`src/rtl/acl2_pkg.sv`:
```
// Shared constants, types and helpers for the ADXL362 register-model responder.
// ACL2_RESP_SIGN_EXT_EN selects sign replication into the high data byte nibble.
package acl2_pkg;

    localparam logic [7:0] CMD_WR = 8'h0A;
    localparam logic [7:0] CMD_RD = 8'h0B;

    localparam logic [7:0] ADDR_DEVID_AD   = 8'h00;
    localparam logic [7:0] ADDR_DEVID_MST  = 8'h01;
    localparam logic [7:0] ADDR_PARTID     = 8'h02;
    localparam logic [7:0] ADDR_XDATA_L    = 8'h0E;
    localparam logic [7:0] ADDR_XDATA_H    = 8'h0F;
    localparam logic [7:0] ADDR_YDATA_L    = 8'h10;
    localparam logic [7:0] ADDR_YDATA_H    = 8'h11;
    localparam logic [7:0] ADDR_ZDATA_L    = 8'h12;
    localparam logic [7:0] ADDR_ZDATA_H    = 8'h13;
    localparam logic [7:0] ADDR_SOFT_RESET = 8'h1F;
    localparam logic [7:0] ADDR_FILTER_CTL = 8'h2C;
    localparam logic [7:0] ADDR_POWER_CTL  = 8'h2D;

    localparam logic [7:0] DEVID_AD_VAL   = 8'hAD;
    localparam logic [7:0] PARTID_VAL     = 8'hF2;
    localparam logic [7:0] FILTER_CTL_RST = 8'h13;
    localparam logic [7:0] POWER_CTL_RST  = 8'h00;
    localparam logic [7:0] SOFT_RESET_KEY = 8'h52;
    localparam logic [1:0] MODE_MEASURE   = 2'b10;

    typedef enum logic [2:0] {
        ST_IDLE,
        ST_CMD,
        ST_ADDR,
        ST_RD,
        ST_WR,
        ST_IGN
    } state_e;

    typedef struct packed {
        logic [11:0] x;
        logic [11:0] y;
        logic [11:0] z;
    } xyz_t;

    function automatic logic [7:0] hi_byte(input logic [11:0] s);
`ifdef ACL2_RESP_SIGN_EXT_EN
        return {{4{s[11]}}, s[11:8]};
`else
        return {4'h0, s[11:8]};
`endif
    endfunction

endpackage

```
`src/rtl/spi_edge_sync.sv`:
```
// Synchronizes SCLK/MOSI/CS into the system clock domain and produces
// single-cycle SCLK rise/fall and CS fall/rise pulses.
module spi_edge_sync #(
    parameter int unsigned SYNC_STAGES = 2
) (
    input  logic clk_i,
    input  logic rst_i,
    input  logic sclk_i,
    input  logic mosi_i,
    input  logic cs_i,
    output logic sclk_rise_o,
    output logic sclk_fall_o,
    output logic cs_fall_o,
    output logic cs_rise_o,
    output logic mosi_o,
    output logic busy_o
);

    logic [SYNC_STAGES-1:0] sclk_sync_q;
    logic [SYNC_STAGES-1:0] mosi_sync_q;
    logic [SYNC_STAGES-1:0] cs_sync_q;
    logic                   sclk_prev_q;
    logic                   cs_prev_q;
    logic                   armed_q;
    logic                   sclk_s;
    logic                   cs_s;

    // CS chain resets low so a CS held low across reset release never
    // produces a falling edge; a real high must be seen first.
    always_ff @(posedge clk_i) begin
        if (rst_i) begin
            sclk_sync_q <= '0;
            mosi_sync_q <= '0;
            cs_sync_q   <= '0;
            sclk_prev_q <= 1'b0;
            cs_prev_q   <= 1'b0;
            armed_q     <= 1'b0;
        end else begin
            sclk_sync_q <= {sclk_sync_q[SYNC_STAGES-2:0], sclk_i};
            mosi_sync_q <= {mosi_sync_q[SYNC_STAGES-2:0], mosi_i};
            cs_sync_q   <= {cs_sync_q[SYNC_STAGES-2:0], cs_i};
            sclk_prev_q <= sclk_s;
            cs_prev_q   <= cs_s;
            armed_q     <= armed_q | cs_s;
        end
    end

    assign sclk_s      = sclk_sync_q[SYNC_STAGES-1];
    assign cs_s        = cs_sync_q[SYNC_STAGES-1];
    assign mosi_o      = mosi_sync_q[SYNC_STAGES-1];
    assign sclk_rise_o = sclk_s & ~sclk_prev_q;
    assign sclk_fall_o = ~sclk_s & sclk_prev_q;
    assign cs_fall_o   = cs_prev_q & ~cs_s;
    assign cs_rise_o   = cs_s & ~cs_prev_q;
    assign busy_o      = armed_q & ~cs_s;

endmodule

```
`src/rtl/acl2_spi_responder.sv`:
```
// SPI mode-0 responder modelling the ADXL362 register interface (PmodACL2).
// Build option: ACL2_RESP_SIGN_EXT_EN sign-extends the high data bytes.
module acl2_spi_responder
    import acl2_pkg::*;
#(
    parameter int unsigned SYNC_STAGES = 2,
    parameter logic [7:0]  DEVID_MST   = 8'h1D
) (
    input  logic        clk_i,
    input  logic        rst_i,
    input  logic        sclk_i,
    input  logic        mosi_i,
    input  logic        cs_i,
    output logic        miso_o,
    input  logic [11:0] sample_x_i,
    input  logic [11:0] sample_y_i,
    input  logic [11:0] sample_z_i,
    input  logic        sample_valid_i,
    output logic [7:0]  power_ctl_o,
    output logic [7:0]  filter_ctl_o,
    output logic        wr_pulse_o,
    output logic        busy_o
);

    logic sclk_rise;
    logic sclk_fall;
    logic cs_fall;
    logic cs_rise;
    logic mosi_s;

    spi_edge_sync #(
        .SYNC_STAGES (SYNC_STAGES)
    ) u_sync (
        .clk_i       (clk_i),
        .rst_i       (rst_i),
        .sclk_i      (sclk_i),
        .mosi_i      (mosi_i),
        .cs_i        (cs_i),
        .sclk_rise_o (sclk_rise),
        .sclk_fall_o (sclk_fall),
        .cs_fall_o   (cs_fall),
        .cs_rise_o   (cs_rise),
        .mosi_o      (mosi_s),
        .busy_o      (busy_o)
    );

    state_e      state_q,   state_d;
    logic [2:0]  bit_cnt_q, bit_cnt_d;
    logic [6:0]  shift_q,   shift_d;
    logic [7:0]  addr_q,    addr_d;
    logic [7:0]  tx_q,      tx_d;
    logic        is_rd_q,   is_rd_d;
    logic        miso_q,    miso_d;
    logic [7:0]  power_q,   power_d;
    logic [7:0]  filter_q,  filter_d;
    logic        wr_pulse_q, wr_pulse_d;
    xyz_t        hold_q,    hold_d;
    xyz_t        snap_q,    snap_d;
    logic [7:0]  rx_byte;

    function automatic logic [7:0] reg_read(
        input logic [7:0] a,
        input xyz_t       s,
        input logic [7:0] pwr,
        input logic [7:0] flt
    );
        logic [7:0] v;
        v = 8'h00;
        case (a)
            ADDR_DEVID_AD:   v = DEVID_AD_VAL;
            ADDR_DEVID_MST:  v = DEVID_MST;
            ADDR_PARTID:     v = PARTID_VAL;
            ADDR_XDATA_L:    v = s.x[7:0];
            ADDR_XDATA_H:    v = hi_byte(s.x);
            ADDR_YDATA_L:    v = s.y[7:0];
            ADDR_YDATA_H:    v = hi_byte(s.y);
            ADDR_ZDATA_L:    v = s.z[7:0];
            ADDR_ZDATA_H:    v = hi_byte(s.z);
            ADDR_FILTER_CTL: v = flt;
            ADDR_POWER_CTL:  v = pwr;
            default:         v = 8'h00;
        endcase
        return v;
    endfunction

    assign rx_byte = {shift_q, mosi_s};

    always_comb begin
        state_d    = state_q;
        bit_cnt_d  = bit_cnt_q;
        shift_d    = shift_q;
        addr_d     = addr_q;
        tx_d       = tx_q;
        is_rd_d    = is_rd_q;
        miso_d     = miso_q;
        power_d    = power_q;
        filter_d   = filter_q;
        wr_pulse_d = 1'b0;
        hold_d     = hold_q;
        snap_d     = snap_q;

        if (sample_valid_i && (power_q[1:0] == MODE_MEASURE)) begin
            hold_d = '{x: sample_x_i, y: sample_y_i, z: sample_z_i};
        end

        if (cs_fall) begin
            state_d   = ST_CMD;
            bit_cnt_d = '0;
            miso_d    = 1'b0;
            snap_d    = hold_q;
        end else if (cs_rise) begin
            state_d = ST_IDLE;
        end else if (state_q != ST_IDLE) begin
            if (sclk_rise) begin
                shift_d   = rx_byte[6:0];
                bit_cnt_d = bit_cnt_q + 3'd1;
                if (bit_cnt_q == 3'd7) begin
                    unique case (state_q)
                        ST_CMD: begin
                            if (rx_byte == CMD_RD) begin
                                state_d = ST_ADDR;
                                is_rd_d = 1'b1;
                            end else if (rx_byte == CMD_WR) begin
                                state_d = ST_ADDR;
                                is_rd_d = 1'b0;
                            end else begin
                                state_d = ST_IGN;
                            end
                        end
                        ST_ADDR: begin
                            addr_d = rx_byte;
                            if (is_rd_q) begin
                                state_d = ST_RD;
                                tx_d    = reg_read(rx_byte, snap_q, power_q, filter_q);
                            end else begin
                                state_d = ST_WR;
                            end
                        end
                        ST_RD: begin
                            addr_d = addr_q + 8'd1;
                            tx_d   = reg_read(addr_q + 8'd1, snap_q, power_q, filter_q);
                        end
                        ST_WR: begin
                            addr_d = addr_q + 8'd1;
                            case (addr_q)
                                ADDR_FILTER_CTL: begin
                                    filter_d   = rx_byte;
                                    wr_pulse_d = 1'b1;
                                end
                                ADDR_POWER_CTL: begin
                                    power_d    = rx_byte;
                                    wr_pulse_d = 1'b1;
                                end
                                ADDR_SOFT_RESET: begin
                                    wr_pulse_d = 1'b1;
                                    if (rx_byte == SOFT_RESET_KEY) begin
                                        power_d  = POWER_CTL_RST;
                                        filter_d = FILTER_CTL_RST;
                                    end
                                end
                                default: ;
                            endcase
                        end
                        default: ;
                    endcase
                end
            end else if (sclk_fall) begin
                // After the 8th rise bit_cnt is 0, so this presents the next byte's MSB.
                miso_d = (state_q == ST_RD) ? tx_q[3'd7 - bit_cnt_q] : 1'b0;
            end
        end
    end

    always_ff @(posedge clk_i) begin
        if (rst_i) begin
            state_q    <= ST_IDLE;
            bit_cnt_q  <= '0;
            shift_q    <= '0;
            addr_q     <= '0;
            tx_q       <= '0;
            is_rd_q    <= 1'b0;
            miso_q     <= 1'b0;
            power_q    <= POWER_CTL_RST;
            filter_q   <= FILTER_CTL_RST;
            wr_pulse_q <= 1'b0;
            hold_q     <= '0;
            snap_q     <= '0;
        end else begin
            state_q    <= state_d;
            bit_cnt_q  <= bit_cnt_d;
            shift_q    <= shift_d;
            addr_q     <= addr_d;
            tx_q       <= tx_d;
            is_rd_q    <= is_rd_d;
            miso_q     <= miso_d;
            power_q    <= power_d;
            filter_q   <= filter_d;
            wr_pulse_q <= wr_pulse_d;
            hold_q     <= hold_d;
            snap_q     <= snap_d;
        end
    end

    assign miso_o       = miso_q;
    assign power_ctl_o  = power_q;
    assign filter_ctl_o = filter_q;
    assign wr_pulse_o   = wr_pulse_q;

endmodule
```
`config.mk`:
```
export PLATFORM = sky130hd
export DESIGN_NAME = acl2_spi_responder
export DESIGN_NICKNAME = d
export VERILOG_FILES = /design/src/rtl/acl2_pkg.sv /design/src/rtl/spi_edge_sync.sv /design/src/rtl/acl2_spi_responder.sv
export SDC_FILE = /design/constraint.sdc
export NUM_CORES = 1
export LEC_CHECK = 0
export CORE_ASPECT_RATIO = 1.2
export CORE_MARGIN = 2
export CORE_UTILIZATION = 55
export CTS_CLUSTER_DIAMETER = 150
export DETAILED_ROUTE_END_ITERATION = 16
export MAX_ROUTING_LAYER = met4
export PLACE_DENSITY = 0.77
export SLEW_MARGIN = 40
export SYNTH_ARGS = -nofsm -noshare
export SYNTH_HDL_FRONTEND = slang
export SYNTH_SLANG_ARGS = --single-unit
export TNS_END_PERCENT = 1
```
`constraint.sdc`:
```
create_clock -name clk_i -period 5 [get_ports clk_i]
set_clock_uncertainty 0.1 [all_clocks]
set_input_delay 1.25 -clock clk_i [delete_from_list [all_inputs] [get_ports clk_i]]
set_output_delay 1.25 -clock clk_i [all_outputs]
set_load 0.02 [all_outputs]
```
**Word level (Yosys, flattened, before mapping)**

Cells that the tools add are included.

- Logic and storage cells: 130
- Register bits after elaboration: 129

- Reduce and logical (&&, ||, !) cells: 29
- Eq/ne operators: 34
- Order comparisons: 1
- Muxes and demuxes: 24
- $add $sub $neg: 3
- Bitwise logic cells: 16

Operators with widths:

| operator | count |
|---|---|
| case mux 8 bit (11 select lines) | 2 |
| == test 8 x 5 -> 1 bit, second input constant | 9 |
| case mux 8 bit (2 select lines) | 4 |
| == test 8 x 4 -> 1 bit, second input constant | 6 |
| == test 8 x 6 -> 1 bit, second input constant | 6 |
| two-way mux 8 bit | 3 |
| == test 8 x 1 -> 1 bit, second input constant | 2 |
| == test 8 x 2 -> 1 bit, second input constant | 2 |
| logical NOT 8 bit | 2 |
| AND reduction 4 bit | 4 |
| AND reduction 8 bit | 2 |
| AND reduction 7 bit | 2 |
| nonzero test 2 bit | 6 |
| nonzero test 3 bit | 4 |
| two-way mux 1 bit | 10 |
| NOT 1 bit | 10 |
| two-way mux 3 bit | 3 |
| adder 8 x 1 -> 8 bit, second input constant | 1 |
| == test 8 x 7 -> 1 bit, second input constant | 1 |
| OR reduction 7 bit | 1 |
| == test 3 x 2 -> 1 bit, second input constant | 2 |
| == test 3 bit, second input constant | 2 |
| case mux 3 bit (2 select lines) | 1 |
| AND reduction 6 bit | 1 |
| 14 further kinds | 21 |

**Depth between registers and ports, before layout**

Gate-level depths: netlist (run 1).

- Depth in word-level cells: 9
- Depth in mapped cells: 10

**Hierarchy**

A second synthesis (run 1) with hierarchy kept.

- Cell total of the unflattened synthesis: 782
- Area total of the unflattened synthesis: 6,576.3 um^2

By module, submodules not included:

| module | sequential area each (um^2) | area an instance (um^2) | cells each | times used |
|---|---|---|---|---|
| acl2_spi_responder | 2,402.3 | 6,284.8 | 759 | 1 |
| spi_edge_sync | 180.2 | 291.5 | 23 | 1 |

**Worst setup path after synthesis (run 1)**

OpenSTA, ideal clock, no wires.

- Path type: reg-to-reg
- Start point: register addr_q[0]
- End point: register tx_q[7]
- Library setup time: 0.080 ns
- Arrival: 2.384 ns
- Path buffers: 1
- Stages on the path, launching flop included: 10
- Slack: 2.437 ns
- Cell sequence: dfxtp_1 -> ha_1 -> buf_4 -> nand4_2 -> nor2_2 -> nand4_2 -> a221oi_4 -> a222oi_1 -> a311o_1 -> a211oi_2

- Word-level cells in the longest chain between the ends: 4
- Elaborated cells between the ends (all ways): 14
- Those cells by class: 1 x add/sub; 10 x eq/ne; 2 x mux; 1 x reduce/logical

RTL lines:

| what | line | source |
|---|---|---|
| start, declared | acl2_spi_responder.sv:50 | `logic [7:0] addr_q, addr_d;` |
| start signal, assigned | acl2_spi_responder.sv:192 | `addr_q <= addr_d;` |
| adder 8 x 1 -> 8 bit (*) | acl2_spi_responder.sv:141 | `tx_d = reg_read(addr_q + 8'd1, snap_q, power_q, filter_q);` |
| == test 8 x 6 -> 1 bit (tied with other cells) | acl2_spi_responder.sv:69 | `case (a)` |
| case mux 8 bit (11 select lines) (*) | acl2_spi_responder.sv:69 |  |
| case mux 8 bit (2 select lines) (*) | acl2_spi_responder.sv:118 | `unique case (state_q)` |
| end signal, assigned | acl2_spi_responder.sv:193 | `tx_q <= tx_d;` |
| end, declared | acl2_spi_responder.sv:51 | `logic [7:0] tx_q, tx_d;` |

Every way passes the cells marked *; elsewhere a longest branch is shown, timed or not.
A chain may end at the register's enable or synchronous reset.

**Worst setup path in the final report (run 1)**

- Start point: register addr_q[0]
- End point: register tx_q[2]

Same word-level chain as after synthesis.

==> summary.txt, run 1 <==
Die
  – Starting Density: 0.558
  – Die area: 12,500 um2
  – Chip Height: 122 um
  – FP Rows: 43
  – I/O Pins: 61
  – Core area: 11,500 um2
  – Die X: 102 um

Clocking
  – # Post-CTS Setup Buffers: 0
  – CTS tree: yes
  – Clock transition at path regs: 0.06 ns
  – Worst skew pair latency: 0.42 ns
  – Post_cts resized: 0
  – Bufs on Longest Clock Path: 2
  – Clock Root Buffer: clkbuf_16
  – Maximum level of the CTS H-tree: 4
  – CTS Buf Count: 17
  – CTS Sinks: 129
  – Post-CTS Hold Fix Bufs: 0

Logic synthesis
  – Sequential area share after synthesis: 0.404
  – Avg Cell Area, Syn: 8.54 um2
  – Asr flop ratio synth: 0
  – Synth Warn #: 0
  – Syn_nets: 800
  – Mapped Cells: 749
  – Main flop type after synthesis: dfxtp_1
  – Number of flops mapped to enable cells by yosys: 0
  – Cell Area, Synth: 6390 um2
  – Synth unique cells: 78
  – Yosys reg bits: 129

Global route
  – Vias in the first global route: 5,437
  – Gr usage total: 0.301
  – Largest net degree at the start of global routing: 85
  – Initial antenna violation count: 0
  – Grt ovf: 0
  – First-pass GRT wire length: 28,200 um

Power and ir drop
  – Switching Fraction: 0.204
  – Sequential power share: 0.438
  – PD cells: 310 nW/um2
  – NetSw: 482 uW
  – Max VDD drop: 0.221 mV
  – Power Internal: 1880 uW
  – Lkg Pwr: 0.00268 uW
  – Comb pwr share: 0.032
  – Clk network pwr share: 0.530

Drt
  – WL per Instance: 18.6 um
  – Post-route ant nets: 0
  – Drt initial violations: 493
  – Routed via count: 5,700
  – DR vias/cell: 6.01
  – DRC viols: 0
  – Final WL: 17,600 um
  – Pre-antenna DRT Iters: 5

STA
  – Slew Limit Headroom: 0.502
  – Fin crit period: 3.07 ns
  – Tcrit/Tclk final: 0.614
  – RSZ-0062 raised after global routing: false
  – Setup tns final: 0 ns
  – Worst Max-Slew Pin Slew: 0.746 ns
  – Hold Fails Final Rpt: 0
  – Max Freq: 326 MHz
  – Pins Over Slew Limit: 0
  – Endpoints failing setup: 0

Worst setup path
  – WS Path Type: reg -> reg
  – Critical path startpoint: addr_q[0]
  – CP endpoint kind: flip-flop
  – Req. time, crit path: 5.22 ns
  – Data arrival time of the worst path: 3.29 ns
  – Critical Path Start Type: flip-flop
  – RR Startpoint: addr_q[0]
  – Crit path max fanout: 10

Place
  – Inst Count DP: 916
  – Port Buffers: 60
  – DP HPWL: 12,200 um
  – GP Congestion: 0.955

Layout
  – Layout Cells excl Fill: 948
  – # fillers: 940
  – ANT cells: 0
  – # nets final: 829
  – Share of cells above drive strength 1: 0.0872
  – Area grow syn2layout: 19.2%

Worst hold path
  – HP Class: reg -> reg
  – Hold Path Origin: u_sync.cs_sync_q[0]

Run
  – Max cap viols: 0

Outcome
  – Status: finished, final reports clean
## critical path, stage by stage (launching register included)
cell	delay, ns
dfxtp_1	0.52
ha_1	0.38
nand4_2	0.21
nor2_2	0.19
nand4_2	0.23
a21oi_2	0.48
o21ai_1	0.16
a311o_1	0.44
o31ai_1	0.25
## power groups by stage
stage / registers (uW) / logic [uW] / clock network [uW]
after global routing: 1030 / 80.0 / 1320
after detailed placement: 1060 / 73.8 / 0
after CTS: 1030 / 74.1 / 1270
after floorplan: 1050 / 35.5 / 0
after global placement: 1060 / 72.2 / 0
final: 1030 / 74.6 / 1250
## kinds of logic after synthesis
group,after synthesis,synth area share
AND/OR/NAND/NOR,289,0.213
AO/OA/AOI/OAI,171,0.182
flip-flops,129,0.404
multiplexers,79,0.133
buffers and inverters,67,0.0432
adder cells (fa/ha/maj),9,0.0176
XOR/XNOR,5,0.00685
## sequential cells by signal, indices dropped and copies added (netlist names), 2 cells and up
name / cells
addr_q: 8
bit_cnt_q: 3
filter_ctl_o: 8
hold_q: 36
power_ctl_o: 8
shift_q: 7
snap_q: 36
state_q: 3
tx_q: 8
u_sync.cs_sync_q: 2
u_sync.mosi_sync_q: 2
u_sync.sclk_sync_q: 2
## final timing paths
kind                                            end  slack [ns]  cells after the start
worst max-delay path                        tx_q[2]        1.93                      8
worst min-delay path            u_sync.cs_sync_q[1]        0.33                      1
worst max register to register              tx_q[2]        1.93                      8
worst min register to register  u_sync.cs_sync_q[1]        0.33                      1
## Yosys cell counts (9+ instances only)
master / count / share of area
ha_1: 9 / 0.018
nor3_1: 14 / 0.011
dfxtp_1: 129 / 0.40
a21oi_1: 56 / 0.044
mux2i_1: 67 / 0.10
nand3_1: 11 / 0.0086
and2_1: 9 / 0.0088
a22oi_1: 15 / 0.018
nor2b_1: 12 / 0.012
inv_1: 12 / 0.0070
o21ai_0: 25 / 0.020
nor2_1: 86 / 0.050
buf_1: 10 / 0.0059
clkbuf_1: 36 / 0.021
nand2_1: 111 / 0.065
## placed cells by master (no fill, tap or decap), drive strengths merged, types with 5 or more instances in the layout
master           n
buf              6
ha               9
nor2b           12
nand2          111
clkdlybuf4s50   59
inv             12
nand4            5
nand3           12
o21ai           30
a22o             6
clkinv           5
mux2i           68
and2             9
a22oi           15
a21oi           57
nor3            17
mux2             7
o31ai            5
dfxtp          129
nor3b            7
clkbuf          22
a221oi           7
nor2            88
## layout make-up
cell class | instances | area (um2) | share of cell area
inverters | 12 | 45.0 | 0.00591
clock inverters | 10 | 134 | 0.0176
flip-flops and latches | 129 | 2580 | 0.339
multi-input cells | 553 | 3560 | 0.467
clock buffers | 22 | 464 | 0.0609
well taps | 157 | 196 | 0.0258
repair buffers | 65 | 639 | 0.0839
## metrics by stage
step           hold WS (ns)  power (uW)  setup slack [ns]  utilization  cell area [um2]
2_1_floorplan         0.314        1090              2.44            -             6390
3_3_place_gp          0.319        1130              1.96        0.611             7000
3_5_place_dp          0.321        1130              2.02        0.611             7010
4_1_cts               0.335        2370              2.00        0.664             7600
5_1_grt               0.358        2430              1.72        0.665             7620
6_report              0.335        2360              1.93        0.665             7620
## metal layers
layer | vias up | share of wire | GRT usage
li1 | 2724 | - | -
met1 | 2687 | 0.41 | 0.363
met2 | 239 | 0.50 | 0.478
met3 | 50 | 0.054 | 0.0579
met4 | 0 | 0.035 | 0.148
met5 | - | 0 | -
Power figures use the tool's default switching activity.
==> run 2: changes to the inputs <==
clock period = 2.95 ns   (was 5 ns; I/O delays follow)
==> run 2 against run 1 <==
- non-clock buffer count grew 19
- fmax grew 12%
- flip-flop and latch count is the same
- count of clock-buffer cells in the layout shrank 4
- highest routed layer unchanged
- final cell count grew 2.0%
- setup slack lost 1.7 ns
- power grew 72%
- sequential share of layout area shrank 0.67 points
- critical path type unchanged
- critical endpoint unchanged
- critical path depth is the same
- die area is the same
- routed wire length is essentially flat
- register-to-register slack lost 1.7 ns
==> summary.txt, run 2 (same netlist as run 1, synthesis figures left out) <==
Place
  – GP Congestion: 1.07 (+12%)
  – DP HPWL: 12,600 um (+3.9%)
  – Inst Count DP: 935 (+2.1%)
  – Placed cell area: 7150 um2 (+2.1%)
  – Port Buffers: 60 (unchanged)

Worst setup path
  – WS Path Type: reg -> reg
  – Cell mode on critical path: nand4_2
  – RR Startpoint: addr_q[0]
  – Worst Reg-to-Reg Cells: 8 (unchanged)
  – Crit-path cells: ha_2, nand4_2, nor2_2, nand4_2, a21oi_2, o21ai_1, a311o_1, o31ai_1
  – Crit-path slowest cell: dfxtp_1
  – Critical Path Start Type: flip-flop
  – Critical path startpoint: addr_q[0]
  – CP endpoint kind: flip-flop
  – Data arrival time of the worst path: 2.96 ns (-0.33 ns)
  – Max incr delay on CP: 0.54 ns (+0.02 ns)
  – Crit path max fanout: 10 (unchanged)
  – Req. time, crit path: 3.17 ns (-2.05 ns)

STA
  – Tcrit/Tclk final: 0.930 (+0.316)
  – Slew Limit Headroom: 0.518 (+0.0158)
  – Setup tns final: 0 ns (unchanged)
  – Endpoints failing setup: 0 (unchanged)
  – Worst Max-Slew Pin Slew: 0.713 ns (-0.0328 ns)
  – Fin crit period: 2.74 ns (-0.328 ns)
  – RSZ-0062 raised after global routing: false
  – Pins Over Slew Limit: 0 (unchanged)
  – Hold Fails Final Rpt: 0 (unchanged)
  – Max Freq: 365 MHz (+12%)

Power and ir drop
  – Max VDD drop: 0.456 mV (+110%)
  – Lkg Pwr: 0.00278 uW (+3.8%)
  – Total power draw: 4070 uW (+72%)
  – PD cells: 524 nW/um2 (+69%)

Clocking
  – Maximum level of the CTS H-tree: 4 (unchanged)
  – CTS tree: yes
  – Worst skew pair latency: 0.42 ns (about the same)
  – Bufs on Longest Clock Path: 2 (unchanged)
  – CTS Buf Count: 17 (unchanged)
  – CTS Sinks: 129 (unchanged)
  – # Post-CTS Setup Buffers: 0 (unchanged)
  – Post-CTS Hold Fix Bufs: 0 (unchanged)
  – Clock Root Buffer: clkbuf_16
  – Post_cts resized: 0 (unchanged)
  – Clock transition at path regs: 0.06 ns (about the same)

Die
  – I/O Pins: 61 (unchanged)
  – Starting Density: 0.558 (unchanged)
  – Chip Height: 122 um (unchanged)
  – Die area: 12,500 um2 (unchanged)
  – Die X: 102 um (unchanged)
  – FP Rows: 43 (unchanged)
  – Core area: 11,500 um2 (unchanged)

Worst hold path
  – HP Class: reg -> reg
  – Hold Path Origin: u_sync.cs_sync_q[0]
  – Worst hold stages: 1 (unchanged)

Layout
  – Share of cells above drive strength 1: 0.110 (+0.0226)
  – Layout Cells excl Fill: 967 (+2.0%)
  – ANT cells: 0 (unchanged)
  – Fin area: 7770 um2 (+2.0%)
  – Commonest non-fill, non-tap cells in the layout: 129 x dfxtp_1, 111 x nand2_1, 85 x nor2_1
  – Area grow syn2layout: 21.6%
  – Final core occ: 0.678 (+0.0133)
  – # nets final: 848 (+2.3%)
  – Top flop regs: hold_q: 36 flops, snap_q: 36 flops
  – Most common cell after layout, fill and taps aside: dfxtp_1

Outcome
  – Status: finished, final reports clean

Global route
  – Largest net degree at the start of global routing: 72 (-15%)
  – Initial antenna violation count: 0 (unchanged)
  – First-pass GRT wire length: 28,400 um (+0.88%)
  – Grt ovf: 0 (unchanged)
  – Gr usage total: 0.304 (+0.00332)
  – Vias in the first global route: 5,513 (+1.4%)

Drt
  – Drt initial violations: 419 (-15%)
  – WL per Instance: 18.2 um (-2.0%)
  – DR vias/cell: 5.98 (-0.62%)
  – Post-route ant nets: 0 (unchanged)
  – DRC viols: 0 (unchanged)
  – Routed via count: 5,778 (+1.4%)
  – Pre-antenna DRT Iters: 5 (unchanged)
  – Final WL: 17,600 um (about the same)

Run
  – Max cap viols: 0 (unchanged)
## run 2: worst paths after layout
kind	slack (ns)	to
worst max register to register	0.21	tx_q[2]
worst min-delay path	0.34	u_sync.cs_sync_q[1]
worst max-delay path	0.21	tx_q[2]
worst min register to register	0.34	u_sync.cs_sync_q[1]
## run 2: metal layers
| metal | share of wire | track usage | wire [um] |
|---|---|---|---|
| met2 | 0.50 | 0.496 | 8850 |
| met3 | 0.054 | 0.0557 | 954 |
| met4 | 0.040 | 0.144 | 706 |
| met1 | 0.40 | 0.360 | 7110 |
| met5 | 0 | - | 0 |
## run 2: worst max-delay path: cells and delay by family, from the launching register on
| family | cells | cell delay (ns) |
|---|---|---|
| AOI/OAI and AO/OA | 4 | 1.09 |
| adders and majority gates | 1 | 0.33 |
| DFF | 1 | 0.54 |
| and+or+nand+nor | 3 | 0.58 |
## run 2: through the flow
stage	hold slack [ns]	worst slack, ns
final	0.336	0.208
after global routing	0.356	0.00283
after CTS	0.340	0.180
after detailed placement	0.326	0.202
after global placement	0.319	0.304
after floorplan	0.314	0.387
## run 2: layout make-up
type	count	area [um2]
clock buffers	18	439
clock inverters	14	178
fillers	921	3690
inverters	12	45.0
multi-input cells	553	3540
flip-flops and latches	129	2580
well taps	157	196
repair buffers	84	791
## run 2: where the power goes
part	switching (uW)	internal (uW)	leakage, uW
logic	56.3	70.3	0.00144
registers	4.57	1750	0.00104
clock network	826	1360	0.000302
total	887	3180	0.00278
==> run 3: changes to the inputs <==
CAP_MARGIN = 10   (was default)
==> results of run 3 <==
The final DEF is identical to that of run 2; final timing and power are the same.
